`src/rtl/frame_serializer_if.sv`:
```
// frame_serializer_if: frame capture inputs, output beat stream and status for frame_serializer
//   frame_valid_i/frame_length_i/frame_data_i : parallel frame from the packet processor
//   out_valid_o/out_ready_i/out_data_o/out_last_o/out_index_o : serialized word stream
//   drop_count_o/buf_count_o : status
interface frame_serializer_if #(
    parameter int MAX_PACKETS      = 4,
    parameter int DATA_WIDTH_BYTES = 2
);
    localparam int DW = DATA_WIDTH_BYTES * 8;
    localparam int LW = $clog2(MAX_PACKETS) + 1;
    logic                      frame_valid_i;
    logic [LW-1:0]             frame_length_i;
    logic [MAX_PACKETS*DW-1:0] frame_data_i;
    logic                      out_valid_o;
    logic                      out_ready_i;
    logic [DW-1:0]             out_data_o;
    logic                      out_last_o;
    logic [LW-1:0]             out_index_o;
    logic [7:0]                drop_count_o;
    logic [1:0]                buf_count_o;
    modport master (
        output frame_valid_i, frame_length_i, frame_data_i, out_ready_i,
        input  out_valid_o, out_data_o, out_last_o, out_index_o, drop_count_o, buf_count_o
    );
    modport slave (
        input  frame_valid_i, frame_length_i, frame_data_i, out_ready_i,
        output out_valid_o, out_data_o, out_last_o, out_index_o, drop_count_o, buf_count_o
    );
endinterface

```
`src/rtl/frame_serializer.sv`:
```
// frame_serializer: buffers up to two parallel frames and replays them word by word on a valid/ready stream
//   clk, rst : clock, asynchronous active-high reset
//   bus      : frame_serializer_if.slave (frame capture in, beat stream out, drop/buffer counters)
module frame_serializer #(
    parameter int MAX_PACKETS      = 4,
    parameter int DATA_WIDTH_BYTES = 2
) (
    input logic              clk,
    input logic              rst,
    frame_serializer_if.slave bus
);
    localparam int DW = DATA_WIDTH_BYTES * 8;
    localparam int LW = $clog2(MAX_PACKETS) + 1;
    localparam int FW = MAX_PACKETS * DW;

    typedef enum logic {S_EMPTY, S_STREAM} state_t;

    state_t        state_q, state_d;
    logic [LW-1:0] len_q [2];
    logic [FW-1:0] data_q [2];
    logic          head_q, tail_q;
    logic [1:0]    count_q, count_d;
    logic [LW-1:0] beat_q, beat_d;
    logic [7:0]    drop_q;
    logic [LW-1:0] head_len, cap_len;
    logic          hs, fin, cap, drop, wr;

    assign head_len = len_q[head_q];
    assign cap_len  = (bus.frame_length_i > LW'(MAX_PACKETS)) ? LW'(MAX_PACKETS) : bus.frame_length_i;

    // A head frame finishing in the same cycle frees its slot, so a full buffer
    // can still accept the arriving frame without dropping it.
    always_comb begin
        hs      = (state_q == S_STREAM) && bus.out_ready_i;
        fin     = hs && (beat_q == head_len - LW'(1));
        cap     = bus.frame_valid_i && (bus.frame_length_i != '0);
        drop    = cap && (count_q == 2'd2) && !fin;
        wr      = cap && !drop;
        beat_d  = fin ? '0 : hs ? beat_q + LW'(1) : beat_q;
        count_d = count_q + {1'b0, wr} - {1'b0, fin};
        state_d = (count_d == 2'd0) ? S_EMPTY : S_STREAM;
    end

    always_ff @(posedge clk or posedge rst) begin
        if (rst) begin
            state_q <= S_EMPTY;
            beat_q  <= '0;
            count_q <= '0;
            head_q  <= 1'b0;
            tail_q  <= 1'b0;
            drop_q  <= '0;
        end else begin
            state_q <= state_d;
            beat_q  <= beat_d;
            count_q <= count_d;
            if (fin)
                head_q <= ~head_q;
            if (wr)
                tail_q <= ~tail_q;
            if (drop && drop_q != 8'hFF)
                drop_q <= drop_q + 8'd1;
        end
    end

    // Frame storage needs no reset: it is only observed while its slot is occupied.
    always_ff @(posedge clk) begin
        if (wr) begin
            len_q[tail_q]  <= cap_len;
            data_q[tail_q] <= bus.frame_data_i;
        end
    end

    assign bus.out_valid_o  = (state_q == S_STREAM);
    assign bus.out_data_o   = bus.out_valid_o ? data_q[head_q][beat_q*DW +: DW] : '0;
    assign bus.out_last_o   = bus.out_valid_o && (beat_q == head_len - LW'(1));
    assign bus.out_index_o  = beat_q;
    assign bus.drop_count_o = drop_q;
    assign bus.buf_count_o  = count_q;
endmodule

```
`src/flat_wrapper.sv`:
```
// flat-port wrapper written by rule: the top's interface ports become plain ports
module frame_serializer_flat 
#(
    parameter int MAX_PACKETS      = 4,
    parameter int DATA_WIDTH_BYTES = 2
)
  (clk, rst, bus_frame_valid_i, bus_frame_length_i, bus_frame_data_i, bus_out_ready_i, bus_out_valid_o, bus_out_data_o, bus_out_last_o, bus_out_index_o, bus_drop_count_o, bus_buf_count_o);
  frame_serializer_if #(.MAX_PACKETS(MAX_PACKETS), .DATA_WIDTH_BYTES(DATA_WIDTH_BYTES)) bus_i ();
  input logic clk;
  input logic rst;
  input wire logic [$bits(bus_i.frame_valid_i)-1:0] bus_frame_valid_i;
  input wire logic [$bits(bus_i.frame_length_i)-1:0] bus_frame_length_i;
  input wire logic [$bits(bus_i.frame_data_i)-1:0] bus_frame_data_i;
  input wire logic [$bits(bus_i.out_ready_i)-1:0] bus_out_ready_i;
  output wire logic [$bits(bus_i.out_valid_o)-1:0] bus_out_valid_o;
  output wire logic [$bits(bus_i.out_data_o)-1:0] bus_out_data_o;
  output wire logic [$bits(bus_i.out_last_o)-1:0] bus_out_last_o;
  output wire logic [$bits(bus_i.out_index_o)-1:0] bus_out_index_o;
  output wire logic [$bits(bus_i.drop_count_o)-1:0] bus_drop_count_o;
  output wire logic [$bits(bus_i.buf_count_o)-1:0] bus_buf_count_o;
  assign bus_i.frame_valid_i = bus_frame_valid_i;
  assign bus_i.frame_length_i = bus_frame_length_i;
  assign bus_i.frame_data_i = bus_frame_data_i;
  assign bus_i.out_ready_i = bus_out_ready_i;
  assign bus_out_valid_o = bus_i.out_valid_o;
  assign bus_out_data_o = bus_i.out_data_o;
  assign bus_out_last_o = bus_i.out_last_o;
  assign bus_out_index_o = bus_i.out_index_o;
  assign bus_drop_count_o = bus_i.drop_count_o;
  assign bus_buf_count_o = bus_i.buf_count_o;
  frame_serializer #(.MAX_PACKETS(MAX_PACKETS), .DATA_WIDTH_BYTES(DATA_WIDTH_BYTES)) u_core (.clk(clk), .rst(rst), .bus(bus_i));
endmodule
```
`config.mk`:
```
export PLATFORM = sky130hd
export DESIGN_NAME = frame_serializer_flat
export DESIGN_NICKNAME = d
export VERILOG_FILES = /design/src/rtl/frame_serializer_if.sv /design/src/rtl/frame_serializer.sv /design/src/flat_wrapper.sv
export SDC_FILE = /design/constraint.sdc
export NUM_CORES = 1
export LEC_CHECK = 0
export ABC_CLOCK_PERIOD_IN_PS = 5820
export BUFFER_PORTS_ARGS = -buffer_cell sky130_fd_sc_hd__clkbuf_2
export CAP_MARGIN = 25
export CORE_MARGIN = 3
export CORE_UTILIZATION = 52
export CTS_BUF_LIST = sky130_fd_sc_hd__clkbuf_2 sky130_fd_sc_hd__clkbuf_4 sky130_fd_sc_hd__clkbuf_8
export DETAILED_ROUTE_END_ITERATION = 12
export HOLD_SLACK_MARGIN = 0.08
export PLACE_DENSITY = 0.78
export SKIP_LAST_GASP = 1
export SLEW_MARGIN = 20
export SYNTH_ARGS = -nofsm -noshare
export SYNTH_HDL_FRONTEND = slang
export SYNTH_SLANG_ARGS = --single-unit
```
`constraint.sdc`:
```
create_clock -name clk -period 5.82 [get_ports clk]
set_clock_uncertainty 0.15 [all_clocks]
set_input_delay 0.582 -clock clk [delete_from_list [all_inputs] [get_ports clk]]
set_output_delay 0.582 -clock clk [all_outputs]
set_load 0.01 [all_outputs]
```
==> results.json <==
{
  "status": "complete, no violations",
  "grt_pass1_vias": 3276,
  "ys_seq_area_share_pct": 74.3,
  "rsz0062_at_grt": "false",
  "grt_pass1_wl_um": 16900,
  "crit_start": "u_core.head_q$_DFFE_PP0P_",
  "antenna_found_initial": 0,
  "hold_violations": 0,
  "initial_core_util_pct": 54.0,
  "syn_area_per_cell_um2": 19.9,
  "post_cts_buffers": 0,
  "finalSetupViolCount": 0,
  "synth_flop_cell": "edfxtp_1",
  "synth_cell_types": 38,
  "die_w_um": 113,
  "worstSetupPathType": "reg -> reg",
  "arrival_ns": 3.41,
  "h-tree-depth": 4,
  "vias_per_cell": 5.55,
  "powerDensity_mw_per_mm2": 505,
  "root_buffer": "clkbuf_8",
  "slew_viol_final": 0,
  "cts.sinks": 150,
  "instances_no_fill": 564,
  "dieHeight_um": 113,
  "wl_per_cell_um": 19.1,
  "synth_edf_count": 134,
  "grt_overflow": 0,
  "fp-row-count": 38,
  "hold_path_class": "in -> reg",
  "drt-initial-drc-count": 189,
  "ys_seq_elements": 150,
  "fill_cells": 775,
  "worstMarginPinSlew_ns": 0.947,
  "io-pin-count": 102,
  "vias": 3129,
  "grt_max_degree": 38,
  "cts_tree": "yes",
  "clk_path_buf_depth": 2,
  "cts_buffers": 17,
  "tns_ns": 0,
  "worstReg2RegStart": "u_core.head_q$_DFFE_PP0P_",
  "globalplace.congestion": 0.741,
  "fin_nets": 485,
  "finalCritPeriodShare_pct": 59.2,
  "die-area_mm2": 0.0128,
  "worstPathRequired_ns": 5.79,
  "hold_start": "bus_frame_data_i[44]",
  "area_delta_synth_final_pct": 19.2,
  "syn_inst": 299,
  "synth_nets": 373,
  "ir_drop_uv": 266,
  "ctsHoldBuffers": 1,
  "path_max_fanout": 37,
  "power.leakage_nw": 2.67,
  "slew_headroom_pct": 36.7,
  "route.detailed.drc": 0,
  "synth_top_area_share_pct": 67.5,
  "antenna_cells": 0,
  "fmax_ghz": 0.290,
  "wl_um": 10800,
  "fin_util_pct": 64.4,
  "end_kind": "flip-flop",
  "drv_cap": 0,
  "dp_hpwl_um": 7240,
  "netlist_area_mm2": 0.00596,
  "antenna_left": 0,
  "core_area_mm2": 0.0110,
  "synthArstFlopShare_pct": 10.7,
  "synth.area.top_cells": "edfxtp_1, mux4_2, dfrtp_1",
  "yosysWarnings": 0,
  "fin_crit_ns": 3.45,
  "drt-pass1-iter-count": 5,
  "ctsResizeCount": 0,
  "grt.total_usage_pct": 17.9,
  "io_buffers": 101,
  "layout-drive-gt1-share_pct": 41.3,
  "clkTransAtPathRegs_ns": 0.08,
  "start_kind": "flip-flop",
  "dp.cells": 531,
  "clkLatencyLatePin_ns": 0.43,
  "synth.largest_area_cell": "edfxtp_1"
}
==> registers in the layout, summed over array words and instances (netlist names) <==
register	cells
u_core.bus.buf_count_o	2
u_core.bus.drop_count_o	8
u_core.bus.out_index_o	3
u_core.bus.out_valid_o	1
u_core.data_q	128
u_core.head_q	1
u_core.len_q	6
u_core.tail_q	1
==> routing by layer <==
layer	vias to the layer above	GRT usage (%)	routed length, um
met1	1591	23.7	4460
met3	15	5.78	756
met4	0	7.21	146
met2	106	27.9	5400
li1	1417	-	-
met5	-	0	0
==> cell usage in the layout, fill, tap and decap left out, types with 2 or more instances in the layout <==
cell type,netlist,final
edfxtp_1,134,134
clkbuf_2,0,101
mux4_2,32,32
nor2_1,21,21
mux2i_1,20,20
clkbuf_8,0,17
dfrtp_1,16,14
xor2_1,12,12
nand2_1,7,7
bufinv_16,0,5
xnor2_1,4,4
nand3_1,4,4
clkinv_4,0,4
ha_1,3,3
clkinv_2,0,3
buf_4,2,3
inv_1,2,2
nand2b_1,2,2
o21ai_0,2,2
nor2b_1,3,2
and2_1,3,2
nand4b_1,2,2
nor3b_1,2,2
clkinv_1,0,2
buf_12,0,2
dfrtp_2,0,2
==> report_power, final <==
group	switching, mW	leakage [nW]	total, mW	internal, mW
Sequential	0.149	1.44	1.60	1.45
Clock	0.362	0.229	0.875	0.512
Combinational	0.579	1.01	1.11	0.528
==> cells in the mapped netlist (all sizes together), types with 2 or more instances <==
library cell and n:
xnor2 4, ha 3, dfrtp 16, nor2 21, xor2 12, nand3 4
inv 2, nor3b 2, clkbuf 7, mux2i 20, buf 7, and2 3
nand2 7, mux4 32, nor2b 3, nand2b 2, o21ai 2, nor4b 2
nand4b 2, edfxtp 134
==> cells by family after synthesis <==
logic type,Yosys count,share of synthesized area (%)
buffers and inverters,16,1.32
adder cells (fa/ha/maj),3,0.630
AND/OR/NAND/NOR,52,4.68
flip-flops,150,74.3
AO/OA/AOI/OAI,9,1.09
XOR/XNOR,16,2.35
multiplexers,53,15.6
==> through the flow <==
stage | cell area [um2] | power (mW) | hold slack [ns] | setup slack [ns]
after global placement | 6640 | 2.72 | 0.330 | 2.45
after CTS | 7100 | 3.63 | 0.155 | 2.34
after detailed placement | 6640 | 2.75 | 0.343 | 2.38
after floorplan | 5960 | 2.39 | 0.305 | 0.102
after global routing | 7100 | 3.78 | 0.156 | 2.15
final | 7100 | 3.58 | 0.186 | 2.37
==> worst max-delay path: stages, from the launching register on <==
cell,delay [ns]
dfrtp_2,0.47
mux2i_1,0.29
ha_1,0.28
xor2_1,0.17
inv_1,0.10
nor4b_4,0.30
o21a_1,0.22
nor2b_4,0.79
buf_12,0.31
==> path summary, 6_finish.rpt <==
path	end	slack (ns)	cells past startpoint
worst min register to register	u_core.bus.drop_count_o[6]$_DFFE_PP0P_	0.35	1
min in group asynchronous	u_core.bus.drop_count_o[4]$_DFFE_PP0P_	0.60	3
worst min-delay path	u_core.data_q[0][44]$_DFFE_PP_	0.19	1
worst max-delay path	u_core.data_q[0][30]$_DFFE_PP_	2.37	8
worst max register to register	u_core.data_q[0][30]$_DFFE_PP_	2.37	8
max in group asynchronous	u_core.head_q$_DFFE_PP0P_	4.47	3
==> cell type report <==
cell class / count / area (um2) / area share, %
clock buffer: 18 / 241 / 3.40
tap: 140 / 175 / 2.47
timing repair buffer: 107 / 578 / 8.14
multi-input combinational: 133 / 1460 / 20.6
clock inverter: 14 / 208 / 2.93
sequential: 150 / 4430 / 62.4
inverter: 2 / 7.51 / 0.106
Note: power is estimated with default switching activity, not from simulation.
